--- src/rtl/pkg_sorter_if.sv ---
// pkg_sorter_param_if: scale, threshold-programming and host readback signals of the package sorter
interface pkg_sorter_param_if #(
  parameter int W_WIDTH   = 12,
  parameter int NUM_GRP   = 6,
  parameter int CNT_WIDTH = 8,
  parameter int TOT_WIDTH = 16
);
  localparam int GI = $clog2(NUM_GRP + 1);
  logic [W_WIDTH-1:0]   Weight;
  logic                 thr_we;
  logic [GI-1:0]        thr_idx;
  logic [W_WIDTH-1:0]   thr_data;
  logic                 clr_all;
  logic [GI-1:0]        rd_idx;
  logic [CNT_WIDTH-1:0] rd_count;
  logic [GI-1:0]        CurrentGrp;
  logic                 item_valid;
  logic [GI-1:0]        item_grp;
  logic [TOT_WIDTH-1:0] total;
  logic [NUM_GRP-1:0]   sat;
  modport master (
    output Weight, thr_we, thr_idx, thr_data, clr_all, rd_idx,
    input  rd_count, CurrentGrp, item_valid, item_grp, total, sat
  );
  modport slave (
    input  Weight, thr_we, thr_idx, thr_data, clr_all, rd_idx,
    output rd_count, CurrentGrp, item_valid, item_grp, total, sat
  );
endinterface

--- src/rtl/pkg_sorter_param.sv ---
// pkg_sorter_param: classifies settled package weights into threshold groups and keeps
// saturating per-group counts, a wrapping total and sticky saturation flags.
module pkg_sorter_param #(
  parameter int W_WIDTH    = 12,
  parameter int NUM_GRP    = 6,
  parameter int CNT_WIDTH  = 8,
  parameter int TOT_WIDTH  = 16,
  parameter int STABLE_CYC = 2,
  parameter logic [(NUM_GRP-1)*W_WIDTH-1:0] THR_INIT =
    {12'd2000, 12'd1000, 12'd800, 12'd500, 12'd200}
) (
  input logic CLK,
  input logic Reset,
  pkg_sorter_param_if.slave bus
);
  localparam int GI = $clog2(NUM_GRP + 1);
  localparam int SW = $clog2(STABLE_CYC + 1);
  typedef enum logic [1:0] {IDLE, SETTLE, COUNT, HOLD} state_t;
  state_t                            state_q, state_d;
  logic [SW-1:0]                     stab_q, stab_d;
  logic [W_WIDTH-1:0]                weight_q, ref_q, ref_d;
  logic [NUM_GRP-1:1][W_WIDTH-1:0]   thr_q, thr_d;
  logic [NUM_GRP:1][CNT_WIDTH-1:0]   cnt_q, cnt_d;
  logic [TOT_WIDTH-1:0]              total_q, total_d;
  logic [NUM_GRP-1:0]                sat_q, sat_d;
  logic [CNT_WIDTH-1:0]              rd_q, rd_d;
  logic [GI-1:0]                     cur_grp_q, item_grp_q, grp_w, grp_ref;
  logic                              item_valid_q, counting;

  // First matching threshold wins, so non-monotonic tables still give a defined group
  function automatic logic [GI-1:0] classify(input logic [W_WIDTH-1:0] w,
                                             input logic [NUM_GRP-1:1][W_WIDTH-1:0] t);
    logic [GI-1:0] g_o;
    g_o = GI'(NUM_GRP);
    for (int g = NUM_GRP - 1; g >= 1; g--) if (w <= t[g]) g_o = GI'(g);
    return (w == '0) ? '0 : g_o;
  endfunction

  always_comb begin
    state_d = state_q;
    stab_d  = stab_q;
    ref_d   = ref_q;
    case (state_q)
      IDLE: if (weight_q != '0) begin
        ref_d   = weight_q;
        stab_d  = SW'(1);
        state_d = (STABLE_CYC == 1) ? COUNT : SETTLE;
      end
      SETTLE: if (weight_q == '0) state_d = IDLE;
        else if (weight_q != ref_q) begin
          ref_d  = weight_q;
          stab_d = SW'(1);
        end
        else if (int'(stab_q) + 1 >= STABLE_CYC) state_d = COUNT;
        else stab_d = stab_q + SW'(1);
      COUNT: state_d = HOLD;
      default: if (weight_q == '0) state_d = IDLE;
    endcase
  end

  // Clear is applied before the increment so a count landing with clr_all survives as 1
  always_comb begin
    counting = (state_q == COUNT);
    grp_w    = classify(weight_q, thr_q);
    grp_ref  = classify(ref_q, thr_q);
    cnt_d    = bus.clr_all ? '0 : cnt_q;
    sat_d    = bus.clr_all ? '0 : sat_q;
    total_d  = (bus.clr_all ? '0 : total_q) + TOT_WIDTH'(counting);
    thr_d    = thr_q;
    rd_d     = '0;
    for (int g = 1; g <= NUM_GRP; g++) begin
      if (counting && grp_ref == GI'(g)) begin
        if (&cnt_d[g]) sat_d[g-1] = 1'b1;
        else cnt_d[g] = cnt_d[g] + 1'b1;
      end
      if (bus.rd_idx == GI'(g)) rd_d = cnt_q[g];
    end
    for (int g = 1; g < NUM_GRP; g++)
      if (bus.thr_we && bus.thr_idx == GI'(g)) thr_d[g] = bus.thr_data;
  end

  always_ff @(posedge CLK or posedge Reset) begin
    if (Reset) begin
      state_q      <= IDLE;
      stab_q       <= '0;
      weight_q     <= '0;
      ref_q        <= '0;
      thr_q        <= THR_INIT;
      cnt_q        <= '0;
      total_q      <= '0;
      sat_q        <= '0;
      rd_q         <= '0;
      cur_grp_q    <= '0;
      item_valid_q <= 1'b0;
      item_grp_q   <= '0;
    end else begin
      state_q      <= state_d;
      stab_q       <= stab_d;
      weight_q     <= bus.Weight;
      ref_q        <= ref_d;
      thr_q        <= thr_d;
      cnt_q        <= cnt_d;
      total_q      <= total_d;
      sat_q        <= sat_d;
      rd_q         <= rd_d;
      cur_grp_q    <= grp_w;
      item_valid_q <= counting;
      item_grp_q   <= counting ? grp_ref : '0;
    end
  end

  assign bus.rd_count   = rd_q;
  assign bus.CurrentGrp = cur_grp_q;
  assign bus.item_valid = item_valid_q;
  assign bus.item_grp   = item_grp_q;
  assign bus.total      = total_q;
  assign bus.sat        = sat_q;
endmodule

--- src/flat_wrapper.sv ---
// flat-port wrapper written by rule: the top's interface ports become plain ports
module pkg_sorter_param_flat 
#(
  parameter int W_WIDTH    = 12,
  parameter int NUM_GRP    = 6,
  parameter int CNT_WIDTH  = 8,
  parameter int TOT_WIDTH  = 16,
  parameter int STABLE_CYC = 2,
  parameter logic [(NUM_GRP-1)*W_WIDTH-1:0] THR_INIT =
    {12'd2000, 12'd1000, 12'd800, 12'd500, 12'd200}
)
  (CLK, Reset, bus_Weight, bus_thr_we, bus_thr_idx, bus_thr_data, bus_clr_all, bus_rd_idx, bus_rd_count, bus_CurrentGrp, bus_item_valid, bus_item_grp, bus_total, bus_sat);
  pkg_sorter_param_if #(.W_WIDTH(W_WIDTH), .NUM_GRP(NUM_GRP), .CNT_WIDTH(CNT_WIDTH), .TOT_WIDTH(TOT_WIDTH)) bus_i ();
  input logic CLK;
  input logic Reset;
  input wire logic [$bits(bus_i.Weight)-1:0] bus_Weight;
  input wire logic [$bits(bus_i.thr_we)-1:0] bus_thr_we;
  input wire logic [$bits(bus_i.thr_idx)-1:0] bus_thr_idx;
  input wire logic [$bits(bus_i.thr_data)-1:0] bus_thr_data;
  input wire logic [$bits(bus_i.clr_all)-1:0] bus_clr_all;
  input wire logic [$bits(bus_i.rd_idx)-1:0] bus_rd_idx;
  output wire logic [$bits(bus_i.rd_count)-1:0] bus_rd_count;
  output wire logic [$bits(bus_i.CurrentGrp)-1:0] bus_CurrentGrp;
  output wire logic [$bits(bus_i.item_valid)-1:0] bus_item_valid;
  output wire logic [$bits(bus_i.item_grp)-1:0] bus_item_grp;
  output wire logic [$bits(bus_i.total)-1:0] bus_total;
  output wire logic [$bits(bus_i.sat)-1:0] bus_sat;
  assign bus_i.Weight = bus_Weight;
  assign bus_i.thr_we = bus_thr_we;
  assign bus_i.thr_idx = bus_thr_idx;
  assign bus_i.thr_data = bus_thr_data;
  assign bus_i.clr_all = bus_clr_all;
  assign bus_i.rd_idx = bus_rd_idx;
  assign bus_rd_count = bus_i.rd_count;
  assign bus_CurrentGrp = bus_i.CurrentGrp;
  assign bus_item_valid = bus_i.item_valid;
  assign bus_item_grp = bus_i.item_grp;
  assign bus_total = bus_i.total;
  assign bus_sat = bus_i.sat;
  pkg_sorter_param #(.W_WIDTH(W_WIDTH), .NUM_GRP(NUM_GRP), .CNT_WIDTH(CNT_WIDTH), .TOT_WIDTH(TOT_WIDTH), .STABLE_CYC(STABLE_CYC), .THR_INIT(THR_INIT)) u_core (.CLK(CLK), .Reset(Reset), .bus(bus_i));
endmodule
--- config.mk ---
export PLATFORM = sky130hd
export DESIGN_NAME = pkg_sorter_param_flat
export DESIGN_NICKNAME = d
export VERILOG_FILES = /design/src/rtl/pkg_sorter_if.sv /design/src/rtl/pkg_sorter_param.sv /design/src/flat_wrapper.sv
export SDC_FILE = /design/constraint.sdc
export NUM_CORES = 1
export LEC_CHECK = 0
export BUFFER_PORTS_ARGS = -buffer_cell sky130_fd_sc_hd__buf_4
export CAP_MARGIN = 20
export CORE_MARGIN = 3
export CORE_UTILIZATION = 50
export DETAILED_ROUTE_END_ITERATION = 12
export PLACE_DENSITY = 0.7
export SYNTH_ARGS = -nofsm -noshare
export SYNTH_HDL_FRONTEND = slang
export SYNTH_SLANG_ARGS = --single-unit
--- constraint.sdc ---
create_clock -name CLK -period 5.3 [get_ports CLK]
set_clock_uncertainty 0.15 [all_clocks]
set_input_delay 0.265 -clock CLK [delete_from_list [all_inputs] [get_ports CLK]]
set_output_delay 0.265 -clock CLK [all_outputs]
set_load 0.005 [all_outputs]
==> impl_metrics.csv <==
group,metric,value,unit
critical_path,crit_chain,"inv_1 > ha_1 > a21oi_1 > a21boi_0 > o41a_1 > o211a_1 > or2_1 > nor3b_2 > mux2_2",
cells_and_area,drive_gt1_frac,0.177,
sta,fmax,297,MHz
synth,synth_area_per_cell,9.99,um2
cells_and_area,area_delta_synth_final,16.2,%
critical_path,critical_path_arrival,3.55,ns
global_route,grt_pass1_wl,43.3,mm
synth,yosysWarnings,0,
critical_path,critPathBufInv,1,
power_and_ir_drop,p_int,0.00260,W
sta,finalHoldViolations,0,
route,vias_per_cell,5.76,
critical_path,critPathLaunchType,"flop",
synth,synth-async-reset-ratio,1.00,
synth,ys_types,72,
synth,syn-num-nets,1227,
sta,fin_setup_tns,0,ns
clock_network,clock_latency,0.43,ns
global_route,globalRouteTotalUtil,0.230,
sta,rsz0062_at_grt,"false",
synth,synthTopCellsByCount,"dfrtp_1, ha_1, inv_1, nand2_1, a21oi_1",
synth,synth_fa_ha_area_frac,0.152,
synth,synth_seq_cells,173,
critical_path,slowest_stage,"dfstp_2",
floorplan,placementRows,52,
synth,synth_area,0.0106,mm2
placed_design,hpwl,19.4,mm
clock_network,cts_setup_buffers,0,
power_and_ir_drop,power_density,307,mW/mm2
sta,worst_pin_slew,0.874,ns
critical_path,end_kind,"flop",
route,drcViolationCount,0,
placed_design,place.gp.congestion,0.873,
route,drt_first_pass_iters,9,
sta,final-setup-viol-count,0,
synth,synth_compound_area_frac,0.123,
clock_network,post_cts_resized,0,
clock_network,clk_pin_slew,0.08,ns
sta,maxSlewHeadroom,0.414,
cells_and_area,fin_nets,1321,
synth,synth_top_family_by_area,"simple AND/OR/NAND/NOR gates",
floorplan,die_w,152,um
power_and_ir_drop,power.switching,0.00119,W
clock_network,cts.sinks,173,
route,vias,8305,
clock_network,cts_tree,"yes",
clock_network,clockRootBuffer,"clkbuf_16",
critical_path,r2r_slack,1.93,ns
floorplan,core_area,0.0206,mm2
floorplan,die_h,152,um
clock_network,postCtsHoldBufs,26,
cells_and_area,final-seq-area,0.00436,mm2
synth,yosys.area_share.simple,0.173,
synth,synthMuxAreaShare,0.0705,
floorplan,initial_utilization,0.517,
power_and_ir_drop,vdd_drop_max,0.218,mV
synth,synth-seq-area-share,0.410,
clock_network,htreeDepth,4,
worst_hold_path,hp-class,"input port to flop",
global_route,grt_max_degree,86,
cells_and_area,multiInputGateArea,0.00591,mm2
synth,ys.flop_type,"dfrtp_1",
synth,syn_inst,1064,
route,antenna_left,0,
sta,fin_crit,3.37,ns
critical_path,cpPeakStageDelay,0.53,ns
route,wire_per_inst,18.2,um
critical_path,required,5.48,ns
global_route,grt.overflow.total,0,
route,wirelength,26.3,mm
global_route,antenna_found_initial,0,
power_and_ir_drop,switching_share,0.314,
critical_path,critPathMaxFanout,13,
synth,synth_top_cell_by_area,"dfrtp_1",
outcome,status,"complete, no violations",
clock_network,cts_buffers,17,
sta,final_max_slew_viol_count,0,
critical_path,worstSetupPathType,"flop to flop",
power_and_ir_drop,combPwrFrac,0.240,
global_route,grt_pass1_vias,8057,
synth,synth.top_cell.area_share,0.351,
power_and_ir_drop,power_leakage,5.83,nW
run,maxCapViolCount,0,
synth,synth_area_leaders,"dfrtp_1, ha_1, dfstp_2",
floorplan,die_area,0.0231,mm2
power_and_ir_drop,pwr-share-seq,0.406,
cells_and_area,diodes,0,
synth,synth-edff-count,0,
clock_network,clockBufferDepth,2,
power_and_ir_drop,power,0.00379,W
placed_design,port_buffers,70,
critical_path,path_delay_family,"compound AO/OA/AOI/OAI gates",
power_and_ir_drop,clkPwrFrac,0.354,
synth,synth_most_common_cell,"dfrtp_1",
synth,synth-xor-area-share,0.0346,
cells_and_area,n_fill_cell,1754,
route,drt-initial-drc-count,606,
sta,post-route-period-util,0.636,
floorplan,pin_count,71,
cell type report:
| class | count | share of cell area |
|---|---|---|
| multi-input cells | 787 | 0.478 |
| flip-flops and latches | 173 | 0.353 |
| repair buffers | 103 | 0.0678 |
| clock buffers | 17 | 0.0344 |
| well taps | 270 | 0.0273 |
| inverters | 76 | 0.0235 |
| clock inverters | 15 | 0.0160 |
kinds of logic (layout without fill, tap and decap cells):
logic type      count (synthesis)  count (layout)
compound gates                207             207
fa+ha+maj                     129             129
buf+inv                       104             211
flops                         173             173
xor+xnor                       42              42
mux                            68              68
simple gates                  341             341
worst paths after layout:
| check | startpoint | end | depth (start not counted) |
|---|---|---|---|
| setup / recovery | u_core.thr_q[58] | u_core.cnt_q[33] | 9 |
| hold / removal | bus_rd_idx[0] | u_core.bus.rd_count[7] | 4 |
| setup reg to reg | u_core.thr_q[58] | u_core.cnt_q[33] | 9 |
| hold reg to reg | u_core.stab_q[0] | u_core.stab_q[0] | 1 |
| max in group asynchronous | Reset | u_core.thr_q[9] | 4 |
| min in group asynchronous | Reset | u_core.weight_q[3] | 3 |
worst reg2reg max path, delay by kind of cell (launching register included):
family,cells,cell delay (ns)
and+or+nand+nor,2,0.77
AOI/OAI and AO/OA,4,1.06
DFF,1,0.53
muxes,1,0.36
buffers and inverters,1,0.06
adders and majority gates,1,0.33
cells in the final DEF (no fill, tap or decap), types with 9 or more instances in the layout:
cell type / Yosys / routed
nor4_1: 9 / 9
dfstp_2: 24 / 24
clkbuf_16: 0 / 17
mux2i_1: 13 / 13
o21ai_0: 57 / 57
mux2_2: 54 / 54
a21o_1: 19 / 19
nand3_1: 29 / 29
ha_1: 129 / 129
dlygate4sd3_1: 0 / 26
buf_4: 1 / 77
nor2_1: 58 / 58
or3_1: 12 / 12
nor3_1: 13 / 12
nand4_1: 42 / 42
xnor2_1: 24 / 24
xor2_1: 18 / 18
nor2b_1: 46 / 46
a211oi_1: 11 / 11
nand2_1: 75 / 75
and3_1: 22 / 22
inv_1: 75 / 74
dfrtp_1: 149 / 149
a21oi_1: 64 / 64
metrics by stage:
step	utilization	hold WS [ns]	setup WS, ns	instances	instance area [um2]
4_1_cts	0.601	0.164	1.95	1441	12400
2_1_floorplan	-	0.146	0.236	1064	10600
3_5_place_dp	0.558	0.226	1.97	1383	11500
6_report	0.601	0.190	1.93	1441	12400
5_1_grt	0.601	0.211	1.75	1441	12400
3_3_place_gp	0.558	0.225	2.01	1383	11500
flip-flops by register name (all words and copies together), names as in the netlist, 6 cells and up:
register / flops
u_core.thr_q: 60
u_core.ref_q: 12
u_core.bus.rd_count: 8
u_core.bus.sat: 6
u_core.cnt_q: 48
u_core.weight_q: 12
u_core.bus.total: 16
power by group through the flow:
| stage | logic [W] | registers [W] | clock network [W] |
|---|---|---|---|
| final | 0.000909 | 0.00154 | 0.00134 |
| after global routing | 0.00103 | 0.00155 | 0.00143 |
| after CTS | 0.000903 | 0.00154 | 0.00136 |
| after detailed placement | 0.000875 | 0.00156 | 0 |
| after global placement | 0.000850 | 0.00156 | 0 |
| after floorplan | 0.000628 | 0.00154 | 0 |
routing by layer:
metal	vias to the layer above	wire length [um]	GRT usage	share of wire
li1	4045	-	-	-
met1	3971	12800	0.342	0.49
met2	260	11400	0.347	0.43
met3	29	1660	0.0464	0.063
met4	0	388	0.0582	0.015
met5	-	0	0	0
Note: power is estimated with default switching activity, not from simulation.
